**src/rtl/master_bridge.sv**
```systemverilog
// master_bridge: single-outstanding CPU to AXI master bridge, one-beat 32-bit accesses
module master_bridge #(
    parameter logic [3:0] ID_VAL = 4'h0,
    parameter int         ADDR_W = 32
) (
    input  logic              clk,
    input  logic              rst,
    input  logic              cpu_req,
    input  logic              cpu_we,
    input  logic [ADDR_W-1:0] cpu_addr,
    input  logic [31:0]       cpu_wdata,
    input  logic [3:0]        cpu_wstrb,
    output logic [31:0]       cpu_rdata,
    output logic              cpu_done,
    output logic              cpu_err,
    output logic              cpu_busy,
    output logic [3:0]        ARID,
    output logic [ADDR_W-1:0] ARADDR,
    output logic [3:0]        ARLEN,
    output logic [2:0]        ARSIZE,
    output logic [1:0]        ARBURST,
    output logic              ARVALID,
    input  logic              ARREADY,
    input  logic [3:0]        RID,
    input  logic [31:0]       RDATA,
    input  logic [1:0]        RRESP,
    input  logic              RLAST,
    input  logic              RVALID,
    output logic              RREADY,
    output logic [3:0]        AWID,
    output logic [ADDR_W-1:0] AWADDR,
    output logic [3:0]        AWLEN,
    output logic [2:0]        AWSIZE,
    output logic [1:0]        AWBURST,
    output logic              AWVALID,
    input  logic              AWREADY,
    output logic [31:0]       WDATA,
    output logic [3:0]        WSTRB,
    output logic              WLAST,
    output logic              WVALID,
    input  logic              WREADY,
    input  logic [3:0]        BID,
    input  logic [1:0]        BRESP,
    input  logic              BVALID,
    output logic              BREADY
);

    typedef enum logic [2:0] {
        IDLE  = 3'd0,
        RADDR = 3'd1,
        RDAT  = 3'd2,
        WADDR = 3'd3,
        WRESP = 3'd4,
        DONE  = 3'd5
    } state_t;

    state_t            state, state_nx;
    logic [ADDR_W-1:0] addr_q;
    logic [31:0]       wdata_q;
    logic [3:0]        wstrb_q;
    logic [31:0]       rdata_q;
    logic              err_q;
    logic              aw_done, w_done;
    logic              accept, ar_hs, aw_hs, w_hs, r_last, b_hs;
    logic              unused_ids;

    // IDs are not checked; only one transaction is ever outstanding
    assign unused_ids = ^{RID, BID};

    assign accept = (state == IDLE) && cpu_req;
    assign ar_hs  = ARVALID && ARREADY;
    assign aw_hs  = AWVALID && AWREADY;
    assign w_hs   = WVALID && WREADY;
    assign r_last = RREADY && RVALID && RLAST;
    assign b_hs   = BREADY && BVALID;

    // single-beat, 4-byte, INCR bursts; payload comes only from captured registers
    assign ARID    = ID_VAL;
    assign AWID    = ID_VAL;
    assign ARLEN   = 4'd0;
    assign AWLEN   = 4'd0;
    assign ARSIZE  = 3'b010;
    assign AWSIZE  = 3'b010;
    assign ARBURST = 2'b01;
    assign AWBURST = 2'b01;
    assign ARADDR  = addr_q;
    assign AWADDR  = addr_q;
    assign WDATA   = wdata_q;
    assign WSTRB   = wstrb_q;
    assign WLAST   = WVALID;
    assign cpu_rdata = rdata_q;

    // state register
    always_ff @(posedge clk) begin
        if (rst) state <= IDLE;
        else     state <= state_nx;
    end

    // next-state: write address and data channels complete independently
    always_comb begin
        state_nx = state;
        case (state)
            IDLE:    state_nx = cpu_req ? (cpu_we ? WADDR : RADDR) : IDLE;
            RADDR:   state_nx = ar_hs ? RDAT : RADDR;
            RDAT:    state_nx = r_last ? DONE : RDAT;
            WADDR:   state_nx = ((aw_done || aw_hs) && (w_done || w_hs)) ? WRESP : WADDR;
            WRESP:   state_nx = b_hs ? DONE : WRESP;
            DONE:    state_nx = IDLE;
            default: state_nx = IDLE;
        endcase
    end

    // outputs decoded from state and per-channel completion flags
    always_comb begin
        ARVALID  = state == RADDR;
        RREADY   = state == RDAT;
        AWVALID  = (state == WADDR) && !aw_done;
        WVALID   = (state == WADDR) && !w_done;
        BREADY   = state == WRESP;
        cpu_done = state == DONE;
        cpu_err  = (state == DONE) && err_q;
        cpu_busy = state != IDLE;
    end

    // request capture, handshake tracking, read data and error latching
    always_ff @(posedge clk) begin
        if (rst) begin
            addr_q  <= '0;
            wdata_q <= '0;
            wstrb_q <= '0;
            rdata_q <= '0;
            err_q   <= 1'b0;
            aw_done <= 1'b0;
            w_done  <= 1'b0;
        end else begin
            if (accept) begin
                addr_q  <= cpu_addr;
                wdata_q <= cpu_wdata;
                wstrb_q <= cpu_wstrb;
                aw_done <= 1'b0;
                w_done  <= 1'b0;
            end else begin
                aw_done <= aw_done || aw_hs;
                w_done  <= w_done || w_hs;
            end
            if (r_last) begin
                rdata_q <= RDATA;
                err_q   <= RRESP != 2'b00;
            end
            if (b_hs) err_q <= BRESP != 2'b00;
        end
    end

endmodule
```
**config.mk**
```make
export PLATFORM = sky130hd
export DESIGN_NAME = master_bridge
export DESIGN_NICKNAME = d
export VERILOG_FILES = /design/src/rtl/master_bridge.sv
export SDC_FILE = /design/constraint.sdc
export NUM_CORES = 1
export LEC_CHECK = 0
export ABC_AREA = 1
export BUFFER_PORTS_ARGS = -buffer_cell sky130_fd_sc_hd__buf_2
export CAP_MARGIN = 20
export CORE_UTILIZATION = 33
export CTS_CLUSTER_SIZE = 12
export DETAILED_ROUTE_END_ITERATION = 10
export PLACE_DENSITY = 0.69
export SETUP_SLACK_MARGIN = 0.2
export SKIP_CTS_REPAIR_TIMING = 1
export SYNTH_ARGS = -nofsm -noshare
export SYNTH_HDL_FRONTEND = slang
export SYNTH_SLANG_ARGS = --single-unit
```
**constraint.sdc**
```tcl
create_clock -name clk -period 1.8 [get_ports clk]
set_input_delay 0.36 -clock clk [delete_from_list [all_inputs] [get_ports clk]]
set_output_delay 0.36 -clock clk [all_outputs]
set_load 0.005 [all_outputs]
```
# Word level (Yosys, flattened, before mapping)
# Index checks and enable logic that the tools add are counted.
# W data, S select, Z words.
word_totals:
  reg_bits: 106
  inputBits: 122
  output_inout_bits: 167
  word_cells: 43
classes:
  n_eq_ne: 5
  n_mux: 9
  n_reduce_logical: 21
ops:
  columns: ["op", "count"]
  rows:
  - ["$pmux W3 S5", 1]
  - ["$logic_and A1 B1 Y1", 11]
  - ["$eq A3 B2 Y1 const B", 2]
  - ["$eq A3 B3 Y1 const B", 2]
  - ["$mux W2", 3]
  - ["$mux W3", 2]
  - ["$reduce_bool A2 Y1", 3]
  - ["$eq A3 B1 Y1 const B", 1]
  - ["$logic_not A3 Y1", 1]
  - ["$mux W1", 3]
  - ["$reduce_bool A3 Y1", 1]
  - ["$logic_not A1 Y1", 2]
  - ["$logic_or A1 B1 Y1", 2]
  - ["$reduce_or A2 Y1", 1]

# Logic depth before layout (Yosys ltp)
depth:
  word_depth: 7
  depth_mapped: 7
  ltp_nobuf: 7

# Worst setup path after synthesis
# OpenSTA, ideal clock, no wires.
synth_path:
  path_kind: "register to output"
  from: "register state[0]"
  to: "output port WVALID"
  arrival_time_ns: 1.159
  required_ns: 1.440
  setup_slack_ns: 0.281
  path_stages_with_launch: 6
  n_path_buf: 1
  cell_sequence: "dfxtp_1 inv_1 nor3_1 inv_1 nor2_1 buf_4"
synth_via:
  elab_chain_len: 2
synth_rtl:
  columns: ["element", "line", "source"]
  rows:
  - ["start: declaration", "57", "state_t state, state_nx;"]
  - ["start signal: assignment", "96", "else state <= state_nx;"]
  - ["$eq A3 B2 Y1", "118", "WVALID = (state == WADDR) && !w_done;"]
  - ["$logic_and A1 B1 Y1", "118", null]
  - ["end: declaration", "40", "output logic WVALID,"]
# No other way between the ends.

# Worst setup path in the final report
layout_path:
  from: "register state[0]"
  to: "output port cpu_err"
layout_via:
  elab_chain_len: 2
layout_rtl:
  columns: ["element", "line", "source"]
  rows:
  - ["$eq A3 B3 Y1", "121", "cpu_err = (state == DONE) && err_q;"]
  - ["$logic_and A1 B1 Y1", "121", null]
  - ["end: declaration", "15", "output logic cpu_err,"]
# No other way between the ends.

==> run summary <==
Hold_sp - cpu_wdata[20]
Internal reg-to-reg setup slack - 280 ps
First-pass GRT wire length - 16540 um
Share of cells above drive strength 1 - 39.54%
HPWL after detailed placement - 8288 um
Critical path, cell by cell - inv_4, buf_6, nor2_4, and3_1, buf_2
Worst-case clock skew - 7.155 ps
Status - complete, no violations
1st-iter DRT viols - 184
GPL Wtd Cong - 0.7276
Final slew viol count - 0
Initial antenna violation count - 0
DRT Pass-1 Iters - 4
Setup TNS after final layout - 0 ps
Post-synth cell types - 20
Final Cycle Share - 89.43%
Largest area contributor in the netlist - dfxtp_1
Clk_lat worst skew - 350 ps
Worst path arrival time - 1250 ps
WS Path Type - register to primary output
Commonest cells in the netlist - nand2_1 (149), dfxtp_1 (106), nor2_1 (73)
Fin. Hold Viols - 0
Port bufs - 254
Worst slack at placement - 194.9 ps
CTS Buf Count - 9
Leak Pwr - 2.942 nW
Gr ovfl total - 0
Crit path buf inv count - 3
Least-Margin Pin Slew - 552.5 ps
Unrepaired setup endpoints after global routing - yes
Hold Path End - WDATA[20]$_SDFFE_PP0P_
Relative slew margins - 63.17%
Crit-path max cell delay - 390 ps
Clock tree buffer depth - 2
Crit-path slowest cell - dfxtp_4
Largest net degree at the start of global routing - 55
Initial Util - 33.87%
Clock Pin Slew Worst Setup and Hold Paths - 70 ps
Core area - 0.01267 mm^2
Vias per cell - 4.317
Via count - 4105
Fin crit period - 1610 ps
Worst hold path depth - 3
Htree depth - 3
Startpoint types - register
Crit end category - primary output
# fillers - 1321
Die area - 0.01347 mm^2
CTS tree - done
Total wire length - 11630 um
Antenna Violating Nets Remaining - 0
Final net count - 896
Data required, critical path - 1440 ps
Max_cap viols - 0
Critical path's top delay family - flip-flops
Row count - 41
Synth area leaders - dfxtp_1 (49%), nand2_1 (13%), buf_4 (10%)
Diodes inserted - 0
Vias in the first global route - 3462
R2R depth - 8
PwrDens - 1020 mW/mm^2
Reg-to-Reg End - WDATA[13]$_SDFFE_PP0P_
DR WL/cell - 12.23 um
Sequential share of the synthesized area - 49.45%
Gr usage total - 15.89%
F_max - 621.2 MHz
Post-Syn Area per Cell - 7.691 um^2
Top FF cell, synth - dfxtp_1
Post-synth EDFFs - 0
Ys Warns - 0
Critical path peak fanout - 6
Flop and latch count out of synthesis - 106
Post-Syn Area - 0.004292 mm^2
Final setup fails - 0
Num Clock Sinks - 106
Synth Instances - 558
IO Pins - 289
Asr flop ratio synth - 0%
DRC Markers - 0
CTS root buf - clkbuf_16
Die Y-Extent - 116.0 um
Chip width - 116.0 um
Area growth syn-to-layout - 35.57%
Setup WS post-layout - 190.2 ps
Count leader, synth - nand2_1
Peak VDD IR - 0.0005081 V
Reg2reg start - state[1]$_SDFF_PP0_
Synth top area share - 49.45%
HP Class - primary input to register
-- cells in the final DEF (no fill, tap or decap), drive strengths merged --
cell / n
a21oi: 71
and3: 3
buf: 270
bufinv: 2
clkbuf: 11
clkinvlp: 2
conb: 26
dfxtp: 106
inv: 16
nand2: 149
nand3: 8
nand4: 2
nor2: 75
nor3: 3
o21ai: 34
or2: 1
-- worst max path at each step --
stage                                   start       to  cells past startpoint
after CTS                 state[0]$_SDFF_PP0_   WVALID                      5
after floorplan           state[0]$_SDFF_PP0_   WVALID                      5
after detailed placement  state[0]$_SDFF_PP0_   WVALID                      5
after global routing      state[1]$_SDFF_PP0_   WVALID                      5
final                     state[0]$_SDFF_PP0_  cpu_err                      5
after global placement    state[0]$_SDFF_PP0_    WLAST                      5
-- routing by layer --
metal / track usage [%] / routed length (um) / vias up
met1: 18.54 / 5079 / 1809
li1: - / - / 2118
met2: 27.18 / 5649 / 162
met3: 4.132 / 692 / 16
met4: 7.436 / 211 / 0
met5: 0 / 0 / -
-- metrics by stage --
step | util (%) | power (mW) | std cells | instance area [um^2] | hold slack, ps
floorplan | - | 3.376 | 582 | 4382 | 460.9
detailed placement | 42.46 | 3.757 | 932 | 5380 | 451.9
CTS | 45.10 | 5.957 | 948 | 5714 | 236.4
global placement | 42.46 | 3.746 | 932 | 5380 | 448.3
finish | 45.92 | 5.935 | 951 | 5818 | 252.9
global route | 45.92 | 6.286 | 951 | 5818 | 241.1
-- state kept, by name, summed over array words and instances (netlist names) --
| signal | count |
|---|---|
| w_done | 1 |
| cpu_rdata | 32 |
| WDATA | 32 |
| ARADDR | 32 |
| WSTRB | 4 |
| aw_done | 1 |
| err_q | 1 |
| state | 3 |
-- cells by family after synthesis --
kind of cell | synth area share [%]
flip-flops | 49.45
other | 0.1750
AND/OR/NAND/NOR | 22.51
AO/OA/AOI/OAI | 12.24
buffers and inverters | 15.63
-- layout make-up --
type,count,area (um^2),share of cell area [%]
clock inverter,6,95.09,1.634
sequential,106,2127,36.56
tap,172,215.2,3.699
clock buffer,10,239.0,4.108
inverter,14,57.56,0.9892
multi-input combinational,372,1635,28.11
timing repair buffer,271,1449,24.90
-- where the power goes --
group	switching [mW]	internal (mW)
clock	0.901	1.27
sequential	0.107	2.54
combinational	0.617	0.501
-- worst register-to-register path: stages, from the launching register on --
cell and delay (ps):
dfxtp_2 320, buf_4 160, nor2_4 160, buf_4 130, nand3_2 110, inv_2 140, buf_12 200, nand2_1 100
a21oi_1 130
No activity file was read; power rests on OpenSTA's default activity.
